File: src/rtl/div_defs.sv
// div_defs: shared state encoding and default sizes for the sequential divider.
package div_defs;
  localparam int DIV_WIDTH = 64;
  localparam int CNT_W = 7;
  typedef enum logic [1:0] {
    IDLE  = 2'd0,
    CALC  = 2'd1,
    FIN   = 2'd2,
    DZERO = 2'd3
  } div_state_e;
endpackage

File: src/rtl/div_trial_sub.sv
// div_trial_sub: one restoring-division trial subtraction of the shifted partial remainder minus the divisor.
module div_trial_sub #(
  parameter int WIDTH = 64
) (
  input  logic [WIDTH:0]   minuend,
  input  logic [WIDTH-1:0] subtrahend,
  output logic [WIDTH-1:0] diff,
  output logic             no_borrow
);
  // A successful trial is always below the divisor, so the low WIDTH bits carry the whole difference.
  assign no_borrow = minuend >= {1'b0, subtrahend};
  assign diff = minuend[WIDTH-1:0] - subtrahend;
endmodule

File: src/rtl/seq_divider64.sv
// seq_divider64: iterative restoring UDIV/SDIV, one quotient bit per cycle, signs fixed up on completion.
module seq_divider64 #(
  parameter int WIDTH = div_defs::DIV_WIDTH,
  parameter int CNT_W = div_defs::CNT_W
) (
  input  logic             clk,
  input  logic             reset,
  input  logic             start,
  input  logic             is_signed,
  input  logic [WIDTH-1:0] dividend,
  input  logic [WIDTH-1:0] divisor,
  output logic             busy,
  output logic             done,
  output logic [WIDTH-1:0] quotient,
  output logic [WIDTH-1:0] remainder,
  output logic             div_by_zero
);
  import div_defs::*;
  div_state_e state_q, state_d;
  logic [WIDTH-1:0] rem_q, rem_d, dq_q, dq_d, dvs_q, dvs_d;
  logic [WIDTH-1:0] quot_q, quot_d, remo_q, remo_d;
  logic [CNT_W-1:0] cnt_q, cnt_d;
  logic qneg_q, qneg_d, rneg_q, rneg_d;
  logic busy_q, busy_d, done_q, done_d, dz_q, dz_d;
  logic [WIDTH-1:0] diff, dvd_abs, dvs_abs;
  logic no_borrow;
  assign dvd_abs = (is_signed && dividend[WIDTH-1]) ? -dividend : dividend;
  assign dvs_abs = (is_signed && divisor[WIDTH-1]) ? -divisor : divisor;
  div_trial_sub #(.WIDTH(WIDTH)) u_sub (
    .minuend   ({rem_q, dq_q[WIDTH-1]}),
    .subtrahend(dvs_q),
    .diff      (diff),
    .no_borrow (no_borrow)
  );
  always_comb begin
    state_d = state_q;
    rem_d = rem_q;
    dq_d = dq_q;
    dvs_d = dvs_q;
    quot_d = quot_q;
    remo_d = remo_q;
    cnt_d = cnt_q;
    qneg_d = qneg_q;
    rneg_d = rneg_q;
    busy_d = busy_q;
    dz_d = dz_q;
    done_d = 1'b0;
    case (state_q)
      IDLE: if (start) begin
        if (divisor == '0) begin
          state_d = DZERO;
          quot_d = '0;
          remo_d = dividend;
          dz_d = 1'b1;
          done_d = 1'b1;
        end else begin
          state_d = CALC;
          busy_d = 1'b1;
          dz_d = 1'b0;
          rem_d = '0;
          dq_d = dvd_abs;
          dvs_d = dvs_abs;
          cnt_d = CNT_W'(WIDTH);
          qneg_d = is_signed & (dividend[WIDTH-1] ^ divisor[WIDTH-1]);
          rneg_d = is_signed & dividend[WIDTH-1];
        end
      end
      CALC: if (cnt_q == '0) begin
        // Results are registered on the way into FIN so done and the values appear together.
        state_d = FIN;
        busy_d = 1'b0;
        done_d = 1'b1;
        quot_d = qneg_q ? -dq_q : dq_q;
        remo_d = rneg_q ? -rem_q : rem_q;
      end else begin
        rem_d = no_borrow ? diff : {rem_q[WIDTH-2:0], dq_q[WIDTH-1]};
        dq_d = {dq_q[WIDTH-2:0], no_borrow};
        cnt_d = cnt_q - 1'b1;
      end
      default: state_d = IDLE;
    endcase
  end
  always_ff @(posedge clk or posedge reset) begin
    if (reset) begin
      state_q <= IDLE;
      rem_q <= '0;
      dq_q <= '0;
      dvs_q <= '0;
      quot_q <= '0;
      remo_q <= '0;
      cnt_q <= '0;
      qneg_q <= 1'b0;
      rneg_q <= 1'b0;
      busy_q <= 1'b0;
      done_q <= 1'b0;
      dz_q <= 1'b0;
    end else begin
      state_q <= state_d;
      rem_q <= rem_d;
      dq_q <= dq_d;
      dvs_q <= dvs_d;
      quot_q <= quot_d;
      remo_q <= remo_d;
      cnt_q <= cnt_d;
      qneg_q <= qneg_d;
      rneg_q <= rneg_d;
      busy_q <= busy_d;
      done_q <= done_d;
      dz_q <= dz_d;
    end
  end
  assign busy = busy_q;
  assign done = done_q;
  assign quotient = quot_q;
  assign remainder = remo_q;
  assign div_by_zero = dz_q;
endmodule

File: config.mk
export PLATFORM = sky130hd
export DESIGN_NAME = seq_divider64
export DESIGN_NICKNAME = d
export VERILOG_FILES = /design/src/rtl/div_defs.sv /design/src/rtl/div_trial_sub.sv /design/src/rtl/seq_divider64.sv
export SDC_FILE = /design/constraint.sdc
export NUM_CORES = 1
export LEC_CHECK = 0
export ABC_AREA = 1
export CELL_PAD_IN_SITES_DETAIL_PLACEMENT = 1
export CELL_PAD_IN_SITES_GLOBAL_PLACEMENT = 2
export CORE_UTILIZATION = 34
export CTS_BUF_LIST = sky130_fd_sc_hd__clkbuf_8
export CTS_CLUSTER_SIZE = 40
export DETAILED_ROUTE_END_ITERATION = 16
export PLACE_DENSITY_LB_ADDON = 0.1
export SYNTH_ARGS = -nofsm -noshare
export SYNTH_HDL_FRONTEND = slang
export SYNTH_HIERARCHICAL = 1
export SYNTH_SLANG_ARGS = --single-unit
File: constraint.sdc
create_clock -name clk -period 37.2 [get_ports clk]
set_input_delay 11.16 -clock clk [delete_from_list [all_inputs] [get_ports clk]]
set_output_delay 11.16 -clock clk [all_outputs]
set_load 0.01 [all_outputs]
==> summary.txt, run 1 <==
Global routing
  • Met1 track demand over resource: 0.378
  • Antenna violations before repair: 3
  • Met2 track demand over resource: 0.536
  • Via count of the first global-routing pass: 32564
  • Congestion Overflow GR: 0
  • Met3 usage: 0.0245
  • Wire length of the first global-routing pass: 199000 um
  • Pin count of the biggest net entering global routing: about 190
  • Total Routing Usage GR: 0.303
  • Routing layer with the top usage in global route: met2

STA
  • Setup repair after global routing missed its margin: no
  • Measured slew at the worst slew-check pin: 0.981 ns
  • Max transition margin: 0.346
  • Worst-case clock skew: 0.0229 ns
  • Final setup viols: 0
  • Max-slew violation count: 0
  • Crit share post-route: 0.377
  • Final critical delay including setup and external delays: between 10 and 15 ns
  • Final hold slack: between 0.4 and 0.5 ns
  • Number of endpoints with negative hold slack in the final report: 0
  • Fmax: 71.3 MHz
  • Total Negative Setup Slacks: 0 ns

Clock network
  • Post-CTS setup-driven buffer insertion count: 0
  • Clock Pin Slew Worst Setup and Hold Paths: 0.06 ns
  • CTS HTree Levels: 3
  • CTS tree: built
  • Total clock buffers created by CTS: between 60 and 70
  • CTS resizes: 0
  • Buffer cell driving the clock tree root: sky130_fd_sc_hd__clkbuf_8
  • Clock latency reported for the late side of the worst-skew pair: between 0.6 and 0.7 ns
  • Clk sink count: around 330
  • Total of hold buffers inserted after clock tree synthesis: 0
  • Deepest clock path buffer count: 3

Die
  • Die Outline Area: 0.0875 mm^2
  • Width of the chip: 296 um
  • Initial Utilization: 0.344
  • Core area: roughly 0.085 mm^2
  • Row Count: roughly 110
  • Die Height: between 200 and 300 um
  • Count of boundary I/O pins: between 200 and 300

Status
  • Result of the run: finished clean

Worst setup path
  • Arrival time of data at the critical path endpoint: between 10 and 15 ns
  • Nature of the critical path startpoint: input pin
  • Delay of the slowest cell on the worst path: between 0.5 and 0.6 ns
  • Ordered cell list for the critical path: clkdlybuf4s50_1, nor2_1, nand2_1, nor2_1, nand2_1, nor2_2, nand2_1, nand2_1, nand2_4, inv_1, buf_4, nand2_1, nor2_1, nor2_1
  • Worst setup path category: in2reg
  • FF-to-FF path depth: 13
  • CP Data Required Time: 37.77 ns
  • CP max-delay cell: sky130_fd_sc_hd__inv_1
  • Number of buffer and inverter instances along the worst setup path: 3
  • Most frequent CP cell: sky130_fd_sc_hd__nand2_1
  • Kind of cell adding the most delay to the critical path: simple AND/OR/NAND/NOR gates
  • CP endpoint kind: flip-flop
  • Logic depth of the worst path, buffers included: 14
  • Maximum fanout along the worst path: 75

Synthesis
  • Proportion of synthesized chip area in sequential cells: 0.285
  • Dominant cells by area after synthesis: sky130_fd_sc_hd__dfrtp_1 28%, sky130_fd_sc_hd__nand2_1 25%, sky130_fd_sc_hd__nor2_1 8.9%, sky130_fd_sc_hd__inv_1 8.8%, sky130_fd_sc_hd__o21ai_0 5.9%
  • Share of async-settable or async-resettable flops after synthesis: 1.00
  • Most common cell in the synthesized netlist: sky130_fd_sc_hd__nand2_1
  • Count of flip-flops with a built-in enable after synthesis: 0
  • Synth Register Bits: about 330
  • Synth Warn #: 6
  • Syn avg cell area: 5.76 um^2
  • Synth Cell Area: 0.0293 mm^2
  • Instance count of the mapped netlist: around 5100
  • Leading area contributor after synthesis: sky130_fd_sc_hd__dfrtp_1
  • Number of distinct library cells after synthesis: 46
  • Predominant post-synthesis flop cell: sky130_fd_sc_hd__dfrtp_1
  • Syn_nets: between 5000 and 6000
  • Most common library cells after synthesis: 1945 x sky130_fd_sc_hd__nand2_1, 694 x sky130_fd_sc_hd__nor2_1, 685 x sky130_fd_sc_hd__inv_1
  • Top cell type's share of synthesized area: 0.285

Pwr
  • Peak supply drop: between 0.06 and 0.07 mV
  • Clock power share: 0.115
  • Cell internal pwr: around 1500 uW
  • Part of the power in combinational logic: 0.670
  • Power dissipated by switching net loads: 1990 uW
  • Power density of the placed cells: between 100 and 150 mW/mm^2
  • Leak: 0.0175 uW
  • Portion of total power attributed to sequential cells: 0.215
  • Switching portion of total power: 0.566

Detailed routing
  • Number of remaining DRC errors: 0
  • Vias per inst: around 5.0
  • Initial DRC count: 1510
  • Count of TritonRoute iterations in the first routing pass: 5
  • Post-route ant nets: 0
  • Routed length per placed instance: ~20 um
  • Total Routed Length: about 130000 um
  • Via count of the routed design: about 32000

Worst hold path
  • Type of the most critical hold path: reg2reg
  • WHS Path Cells: 2

Finish
  • Share of cells above drive strength 1: 0.0376
  • Post-route design area: approximately 0.034 mm^2
  • Utilization after layout: 0.401
  • Area delta synth->final: 16.6%
  • Number of nets in the layout: about 5500

Run
  • Reported max-cap violation count: 0

Placed design
  • Post-DP Area: ~0.033 mm^2
  • Weighted congestion at the end of routability-driven global placement: 0.939
  • Count of port buffers added during placement: roughly 260
  • Placed wire-length estimate: 110000 um
==> path summary, 6_finish.rpt <==
kind	endpoint	from	slack, ns
max in group asynchronous	dq_q[45]$_DFFE_PP0P_	reset	24.23
hold / removal	remainder[50]$_DFFE_PP0P_	remainder[50]$_DFFE_PP0P_	0.47
min in group asynchronous	quotient[2]$_DFFE_PP0P_	reset	10.95
hold reg to reg	remainder[50]$_DFFE_PP0P_	remainder[50]$_DFFE_PP0P_	0.47
setup / recovery	remainder[31]$_DFFE_PP0P_	divisor[40]	23.17
setup reg to reg	rem_q[38]$_DFFE_PP0P_	rem_q[59]$_DFFE_PP0P_	32.67
==> layout make-up <==
cell class / instances / area, um^2
Fill cell: 11828 / 51100
Multi-Input combinational cell: 3915 / 17600
Sequential cell: 334 / 8360
Timing Repair Buffer: 282 / 2790
Inverter: 689 / 2600
Tap cell: 1144 / 1430
Clock buffer: 88 / 1210
Clock inverter: 33 / 208
Antenna cell: 3 / 7.51
==> power groups by stage <==
stage,combinational (uW),clock [uW],sequential [uW]
floorplan,1570,0,687
global placement,2310,0,753
detailed placement,2350,0,757
CTS,2360,420,752
global route,2650,433,777
finish,2350,405,756
==> cells by family after synthesis <==
logic type | share of synthesized area
AND/OR/NAND/NOR | 0.430
buffers and inverters | 0.116
AO/OA/AOI/OAI | 0.111
flip-flops | 0.285
XOR/XNOR | 0.0278
adder cells (fa/ha/maj) | 0.0305
==> routing by layer <==
metal,wire length (um),vias up
met5,0,-
met4,5240,0
met3,3870,179
met2,65300,584
met1,58500,15381
li1,-,16263
==> tightest hold or removal path: stages (launching register included) <==
cell and delay, ns:
sky130_fd_sc_hd__dfrtp_1 0.34, sky130_fd_sc_hd__nand2_1 0.05, sky130_fd_sc_hd__nand2_1 0.05
==> stage by stage <==
step / setup slack, ns / instances / power, uW
floorplan: 16.79 / 5094 / 2250
global placement: 22.51 / 6364 / 3060
detailed placement: 22.43 / 6364 / 3110
CTS: 23.19 / 6485 / 3530
global route: 22.81 / 6488 / 3860
finish: 23.17 / 6488 / 3510
==> state kept, by name, summed over array words and instances, names as in the netlist <==
name	count
busy	1
cnt_q	7
div_by_zero	1
done	1
dq_q	64
dvs_q	64
qneg_q	1
quotient	64
rem_q	64
remainder	64
rneg_q	1
state_q	2
==> layout by cell type, fill, tap and decap left out, drive strengths merged, types with 46 or more instances in the layout <==
master	count
dfrtp	334
clkdlybuf4s50	262
nand2	1960
clkbuf	88
ha	70
xor2	85
inv	710
nand3	335
a21oi	179
o21ai	383
nor2	719
nand4	46
No activity file was read; power rests on OpenSTA's default activity.
==> inputs of run 2 (changes only) <==
--- a/config.mk
+++ b/config.mk
@@ -8,7 +8,7 @@
 export ABC_AREA = 1
 export CELL_PAD_IN_SITES_DETAIL_PLACEMENT = 1
 export CELL_PAD_IN_SITES_GLOBAL_PLACEMENT = 2
-export CORE_UTILIZATION = 34
+export CORE_UTILIZATION = 29
 export CTS_BUF_LIST = sky130_fd_sc_hd__clkbuf_8
 export CTS_CLUSTER_SIZE = 40
 export DETAILED_ROUTE_END_ITERATION = 16
==> constraint.sdc (replaced) <==
create_clock -name clk -period 11.6 [get_ports clk]
set_input_delay 3.48 -clock clk [delete_from_list [all_inputs] [get_ports clk]]
set_output_delay 3.48 -clock clk [all_outputs]
set_load 0.01 [all_outputs]
==> run 2 against run 1 <==
First-iteration DRC count grew 26%. Sequential power grew to 3.2 times the previous value. Combinational power grew to 3.2 times the previous value. Design area grew 0.79%. Largest cell class unchanged. Worst setup slack lost 18 ns. Flip-flop and latch count is the same. Core utilization shrank 5.7 points. Clock power grew to 3.3 times the previous value. Largest power group unchanged. Total power grew to 3.2 times the previous value.
==> summary.txt, run 2 (synthesis gave the netlist of run 1 again) <==
Status
  • Result of the run: finished clean

Clock network
  • CTS HTree Levels: 3
  • Clock latency reported for the late side of the worst-skew pair: ~0.73 ns
  • Clock Pin Slew Worst Setup and Hold Paths: ~0.07 ns
  • CTS resizes: 0
  • CTS tree: built
  • Clk sink count: about 330
  • Total of hold buffers inserted after clock tree synthesis: 0
  • Deepest clock path buffer count: 3
  • Total clock buffers created by CTS: 70
  • Post-CTS setup-driven buffer insertion count: 0
  • Buffer cell driving the clock tree root: sky130_fd_sc_hd__clkbuf_8

Detailed routing
  • Initial DRC count: between 1500 and 2000
  • Post-route ant nets: 0
  • Count of TritonRoute iterations in the first routing pass: 4
  • Routed length per placed instance: between 20 and 25 um
  • Number of remaining DRC errors: 0
  • Total Routed Length: approximately 140000 um
  • Via count of the routed design: around 32000
  • Vias per inst: between 4 and 5

Global routing
  • Via count of the first global-routing pass: 32797
  • Wire length of the first global-routing pass: between 200000 and 250000 um
  • Antenna violations before repair: 3
  • Pin count of the biggest net entering global routing: 96
  • Congestion Overflow GR: 0
  • Total Routing Usage GR: 0.271

STA
  • Max transition margin: 0.353
  • Final critical delay including setup and external delays: approximately 6.6 ns
  • Final setup viols: 0
  • Max-slew violation count: 0
  • Number of endpoints with negative hold slack in the final report: 0
  • Fmax: 152 MHz
  • Worst-case clock skew: approximately 0.05 ns
  • Measured slew at the worst slew-check pin: approximately 0.97 ns
  • Crit share post-route: 0.567
  • Setup repair after global routing missed its margin: no
  • Total Negative Setup Slacks: 0 ns

Finish
  • Number of nets in the layout: between 5000 and 6000
  • Sequential Area: between 0.008 and 0.009 mm^2
  • Share of cells above drive strength 1: 0.0396
  • Area delta synth->final: 17.5%
  • Commonest non-fill, non-tap cell in the layout: sky130_fd_sc_hd__nand2_1
  • Number of fill cells in the layout: between 10000 and 15000
  • Commonest cells after routing, fill and taps aside: 1944 x sky130_fd_sc_hd__nand2_1, 700 x sky130_fd_sc_hd__inv_1, 692 x sky130_fd_sc_hd__nor2_1, 346 x sky130_fd_sc_hd__o21ai_0, 334 x sky130_fd_sc_hd__nand3_1
  • Post-route design area: between 0.03 and 0.04 mm^2
  • Area of the multi-input gates: around 0.018 mm^2

Worst setup path
  • Number of buffer and inverter instances along the worst setup path: 4
  • CP max-delay cell: sky130_fd_sc_hd__clkdlybuf4s50_1
  • Ordered cell list for the critical path: clkdlybuf4s50_1, nor2_1, nand2_1, nor2_1, nand2_1, nor2_2, nand3_1, nand2_4, inv_4, buf_4, buf_4, nand2_1, o21ai_0
  • Maximum fanout along the worst path: a little under 80
  • Delay of the slowest cell on the worst path: roughly 0.77 ns
  • Arrival time of data at the critical path endpoint: slightly above 7 ns
  • Worst setup path category: in2reg
  • CP endpoint kind: flip-flop
  • Kind of cell adding the most delay to the critical path: buffers and inverters
  • Nature of the critical path startpoint: input pin
  • Most frequent CP cell: sky130_fd_sc_hd__nand2_1
  • CP Data Required Time: 12.24 ns

Run
  • Reported max-cap violation count: 0

Die
  • Core area: about 0.1 mm^2
  • Row Count: ~120
  • Die Outline Area: roughly 0.1 mm^2
  • Die Height: 320 um
  • Initial Utilization: 0.293
  • Count of boundary I/O pins: approximately 260
  • Width of the chip: 320 um

Placed design
  • Placed wire-length estimate: 116000 um
  • Weighted congestion at the end of routability-driven global placement: 0.928
  • Post-DP Area: 0.0330 mm^2
  • Count of port buffers added during placement: 262

Pwr
  • Leak: ~0.018 uW
  • Cell internal pwr: slightly below 5000 uW
  • Power dissipated by switching net loads: 6460 uW
  • Part of the power in combinational logic: 0.670
  • Portion of total power attributed to sequential cells: 0.212
  • Peak supply drop: about 0.14 mV
  • Switching portion of total power: 0.569
  • Clock power share: 0.118
  • Power density of the placed cells: between 300 and 400 mW/mm^2

Worst hold path
  • Type of the most critical hold path: reg2reg
-- run 2: layout make-up --
class                           count  area share
Inverter                          689      0.0752
Sequential cell                   334       0.242
Tap cell                         1298      0.0471
Multi-Input combinational cell   3915       0.511
Clock buffer                       89      0.0355
Timing Repair Buffer              292      0.0826
Clock inverter                     32     0.00620
Antenna cell                        2    0.000145
-- run 2: routing by layer --
layer,up-vias,global-route usage,share of wire
met2,552,0.478,0.49
li1,16287,-,-
met4,0,0.0929,0.033
met1,15267,0.346,0.45
met5,-,0,0
met3,169,0.0227,0.028
-- run 2: final timing paths --
| check | from | to | slack (ns) | cells past startpoint |
|---|---|---|---|---|
| setup reg to reg | rem_q[59]$_DFFE_PP0P_ | rem_q[59]$_DFFE_PP0P_ | 6.83 | 13 |
| setup / recovery | divisor[63] | dq_q[27]$_DFFE_PP0P_ | 5.02 | 13 |
| hold reg to reg | dvs_q[62]$_DFFE_PP0P_ | dvs_q[62]$_DFFE_PP0P_ | 0.47 | 2 |
| min in group asynchronous | reset | remainder[0]$_DFFE_PP0P_ | 3.36 | 3 |
| hold / removal | dvs_q[62]$_DFFE_PP0P_ | dvs_q[62]$_DFFE_PP0P_ | 0.47 | 2 |
| max in group asynchronous | reset | rem_q[51]$_DFFE_PP0P_ | 6.79 | 4 |
-- run 2: power by group through the flow --
stage	Combinational (uW)	Sequential (uW)	Clock, uW
after global placement	7580	2420	0
after global routing	8630	2490	1440
after floorplan	5020	2200	0
after CTS	7710	2410	1390
final	7620	2410	1340
after detailed placement	7680	2430	0
-- run 2: worst register-to-register path, stage by stage (launching register included) --
cell and delay, ns:
sky130_fd_sc_hd__dfrtp_1 0.48, sky130_fd_sc_hd__ha_1 0.42, sky130_fd_sc_hd__nand2_1 0.31, sky130_fd_sc_hd__nor3_1 0.81
sky130_fd_sc_hd__nand4_1 0.17, sky130_fd_sc_hd__nand2_1 0.10, sky130_fd_sc_hd__nor2_1 0.07, sky130_fd_sc_hd__nand2_1 0.26
sky130_fd_sc_hd__clkinv_2 0.61, sky130_fd_sc_hd__buf_4 0.56, sky130_fd_sc_hd__o21ai_0 0.56, sky130_fd_sc_hd__a21oi_1 0.09
sky130_fd_sc_hd__nand2_1 0.10, sky130_fd_sc_hd__o21ai_0 0.08
-- run 2: per-stage QoR --
stage / total power, uW / std cells / hold slack (ns) / util / worst slack (ns)
after CTS: 11500 / 6649 / 0.480 / 0.344 / 5.14
after global routing: 12600 / 6651 / 0.496 / 0.344 / 4.76
after detailed placement: 10100 / 6528 / 0.465 / 0.330 / 4.33
after floorplan: 7220 / 5094 / 0.449 / - / 3.66
final: 11400 / 6651 / 0.474 / 0.344 / 5.02
after global placement: 10000 / 6528 / 0.464 / 0.330 / 4.39
==> inputs of run 3 (changes only) <==
--- a/config.mk
+++ b/config.mk
@@ -8,7 +8,7 @@
 export ABC_AREA = 1
 export CELL_PAD_IN_SITES_DETAIL_PLACEMENT = 1
 export CELL_PAD_IN_SITES_GLOBAL_PLACEMENT = 2
-export CORE_UTILIZATION = 29
+export CORE_UTILIZATION = 32
 export CTS_BUF_LIST = sky130_fd_sc_hd__clkbuf_8
 export CTS_CLUSTER_SIZE = 40
 export DETAILED_ROUTE_END_ITERATION = 16
==> constraint.sdc (replaced) <==
create_clock -name clk -period 6.6 [get_ports clk]
set_input_delay 1.98 -clock clk [delete_from_list [all_inputs] [get_ports clk]]
set_output_delay 1.98 -clock clk [all_outputs]
set_load 0.01 [all_outputs]
==> run 3 against run 2 <==
Clock skew increased by 0.016 ns. Sequential share of layout area grew 0.061 points. Critical path depth stayed put. Core utilization grew 3.6 points. Flip-flop and latch count unchanged. Clock-buffer cell count shrank 2. Wire length down 3.5%. Largest cell class unchanged.
==> summary.txt, run 3 (synthesis gave the netlist of run 1 again) <==
Status
  • Result of the run: finished clean

Die
  • Initial Utilization: 0.325
  • Count of boundary I/O pins: approximately 260
  • Width of the chip: 305 um
  • Core area: 0.0904 mm^2
  • Row Count: 110
  • Die Outline Area: roughly 0.093 mm^2
  • Die Height: roughly 300 um

Pwr
  • Switching portion of total power: 0.564
  • Clock power share: 0.117
  • Leak: 0.0175 uW
  • Cell internal pwr: between 8000 and 9000 uW
  • Portion of total power attributed to sequential cells: 0.213
  • Power dissipated by switching net loads: between 10000 and 15000 uW
  • Power density of the placed cells: between 500 and 600 mW/mm^2
  • Peak supply drop: around 0.32 mV
  • Part of the power in combinational logic: 0.669

Global routing
  • Antenna violations before repair: 4
  • Wire length of the first global-routing pass: between 200000 and 250000 um
  • Congestion Overflow GR: 0
  • Via count of the first global-routing pass: 32712
  • Pin count of the biggest net entering global routing: ~190
  • Total Routing Usage GR: 0.288

Finish
  • Commonest non-fill, non-tap cell in the layout: sky130_fd_sc_hd__nand2_1
  • Sequential Area: between 0.008 and 0.009 mm^2
  • Share of cells above drive strength 1: 0.0389
  • Number of fill cells in the layout: between 10000 and 15000
  • Commonest cells after routing, fill and taps aside: 1944 x sky130_fd_sc_hd__nand2_1, 700 x sky130_fd_sc_hd__inv_1, 692 x sky130_fd_sc_hd__nor2_1, 346 x sky130_fd_sc_hd__o21ai_0, 334 x sky130_fd_sc_hd__nand3_1
  • Area of the multi-input gates: between 0.015 and 0.02 mm^2
  • Area delta synth->final: 17.2%
  • Number of nets in the layout: 5500

STA
  • Max transition margin: 0.276
  • Total Negative Setup Slacks: 0 ns
  • Final critical delay including setup and external delays: 4.36 ns
  • Number of endpoints with negative hold slack in the final report: 0
  • Max-slew violation count: 0
  • Setup repair after global routing missed its margin: no
  • Crit share post-route: 0.660
  • Final setup viols: 0
  • Fmax: ~230 MHz
  • Worst-case clock skew: approximately 0.065 ns
  • Final worst-path setup slack: ~2.2 ns
  • Measured slew at the worst slew-check pin: roughly 1.1 ns

Placed design
  • Placed wire-length estimate: ~110000 um
  • DP Worst Slack: between 1.5 and 2 ns
  • Weighted congestion at the end of routability-driven global placement: roughly 0.94
  • Count of port buffers added during placement: 262

Detailed routing
  • Initial DRC count: approximately 1900
  • Vias per inst: 4.93
  • Total Routed Length: between 100000 and 150000 um
  • Routed length per placed instance: around 21 um
  • Post-route ant nets: 0
  • Count of TritonRoute iterations in the first routing pass: 5
  • Number of remaining DRC errors: 0
  • Via count of the routed design: about 32000

Clock network
  • Clk sink count: 334
  • CTS HTree Levels: 3
  • Clock latency reported for the late side of the worst-skew pair: ~0.75 ns
  • Clock Pin Slew Worst Setup and Hold Paths: 0.06 ns
  • CTS tree: built
  • Deepest clock path buffer count: 3
  • Total clock buffers created by CTS: 68
  • Post-CTS setup-driven buffer insertion count: 0
  • CTS resizes: 0
  • Total of hold buffers inserted after clock tree synthesis: 0
  • Buffer cell driving the clock tree root: sky130_fd_sc_hd__clkbuf_8

Worst setup path
  • CP Data Required Time: ~7.2 ns
  • Maximum fanout along the worst path: 78
  • CP endpoint kind: flip-flop
  • Nature of the critical path startpoint: flip-flop
  • Worst setup path category: reg2reg
  • Arrival time of data at the critical path endpoint: between 4 and 5 ns

Run
  • Reported max-cap violation count: 0

Worst hold path
  • Type of the most critical hold path: reg2reg
## run 3: cell types whose count changed in the layout (fill, tap and decap cells not counted)
cell | before | now
sky130_fd_sc_hd__buf_4 | 30 | 20
sky130_fd_sc_hd__buf_12 | 0 | 7
sky130_fd_sc_hd__clkbuf_8 | 89 | 87
sky130_fd_sc_hd__bufinv_16 | 2 | 3
sky130_fd_sc_hd__clkinvlp_4 | 3 | 2
sky130_fd_sc_hd__inv_8 | 0 | 1
sky130_fd_sc_hd__nand2_2 | 13 | 14
sky130_fd_sc_hd__nand2_4 | 3 | 2
## run 3: per-layer routing
metal,vias up,GRT usage,wire length [um]
met5,-,0,12
met4,2,0.100,4790
met3,165,0.0261,3770
met2,578,0.510,65800
met1,15184,0.365,59800
li1,16257,-,-
## run 3: metrics by stage
step,instance area (um^2),util,total power (uW),cells,hold slack [ns]
6_report,34400,0.380,19900,6525,0.478
5_1_grt,34400,0.380,21900,6525,0.501
4_1_cts,34400,0.380,20000,6523,0.483
3_5_place_dp,32900,0.364,17600,6403,0.466
3_3_place_gp,32900,0.364,17400,6403,0.463
2_1_floorplan,29300,-,12700,5094,0.449
## run 3: cell type report
class,count,share of cell area
well taps,1176,0.0428
inverters,689,0.0754
diodes,2,0.000146
clock inverters,33,0.00720
clock buffers,87,0.0348
flip-flops and latches,334,0.243
repair buffers,289,0.0847
multi-input cells,3915,0.512
## run 3: critical path, cell delays in order, from the launching register on
cell	delay, ns
sky130_fd_sc_hd__dfrtp_1	0.47
sky130_fd_sc_hd__ha_1	0.42
sky130_fd_sc_hd__nand2_1	0.32
sky130_fd_sc_hd__nor3_1	0.83
sky130_fd_sc_hd__nand4_1	0.17
sky130_fd_sc_hd__nand2_1	0.12
sky130_fd_sc_hd__nor2_1	0.07
sky130_fd_sc_hd__nand2_1	0.26
sky130_fd_sc_hd__clkinv_2	0.58
sky130_fd_sc_hd__buf_12	0.41
sky130_fd_sc_hd__o21ai_0	0.27
sky130_fd_sc_hd__a21oi_1	0.06
sky130_fd_sc_hd__nand2_1	0.07
sky130_fd_sc_hd__o21ai_0	0.08
## run 3: power by group through the flow
stage               sequential, uW  combinational (uW)  clock [uW]
finish                        4240               13300        2330
floorplan                     3870                8820           0
global route                  4370               15000        2480
CTS                           4220               13400        2410
global placement              4230               13100           0
detailed placement            4250               13300           0
## run 3: final timing paths
check	cells after the start	endpoint	from	slack, ns
hold / removal	2	dvs_q[40]$_DFFE_PP0P_	dvs_q[40]$_DFFE_PP0P_	0.48
setup / recovery	13	rem_q[8]$_DFFE_PP0P_	rem_q[60]$_DFFE_PP0P_	2.24
max in group asynchronous	3	rem_q[51]$_DFFE_PP0P_	reset	3.81
hold reg to reg	2	dvs_q[40]$_DFFE_PP0P_	dvs_q[40]$_DFFE_PP0P_	0.48
min in group asynchronous	2	dq_q[0]$_DFFE_PP0P_	reset	1.69
setup reg to reg	13	rem_q[8]$_DFFE_PP0P_	rem_q[60]$_DFFE_PP0P_	2.24
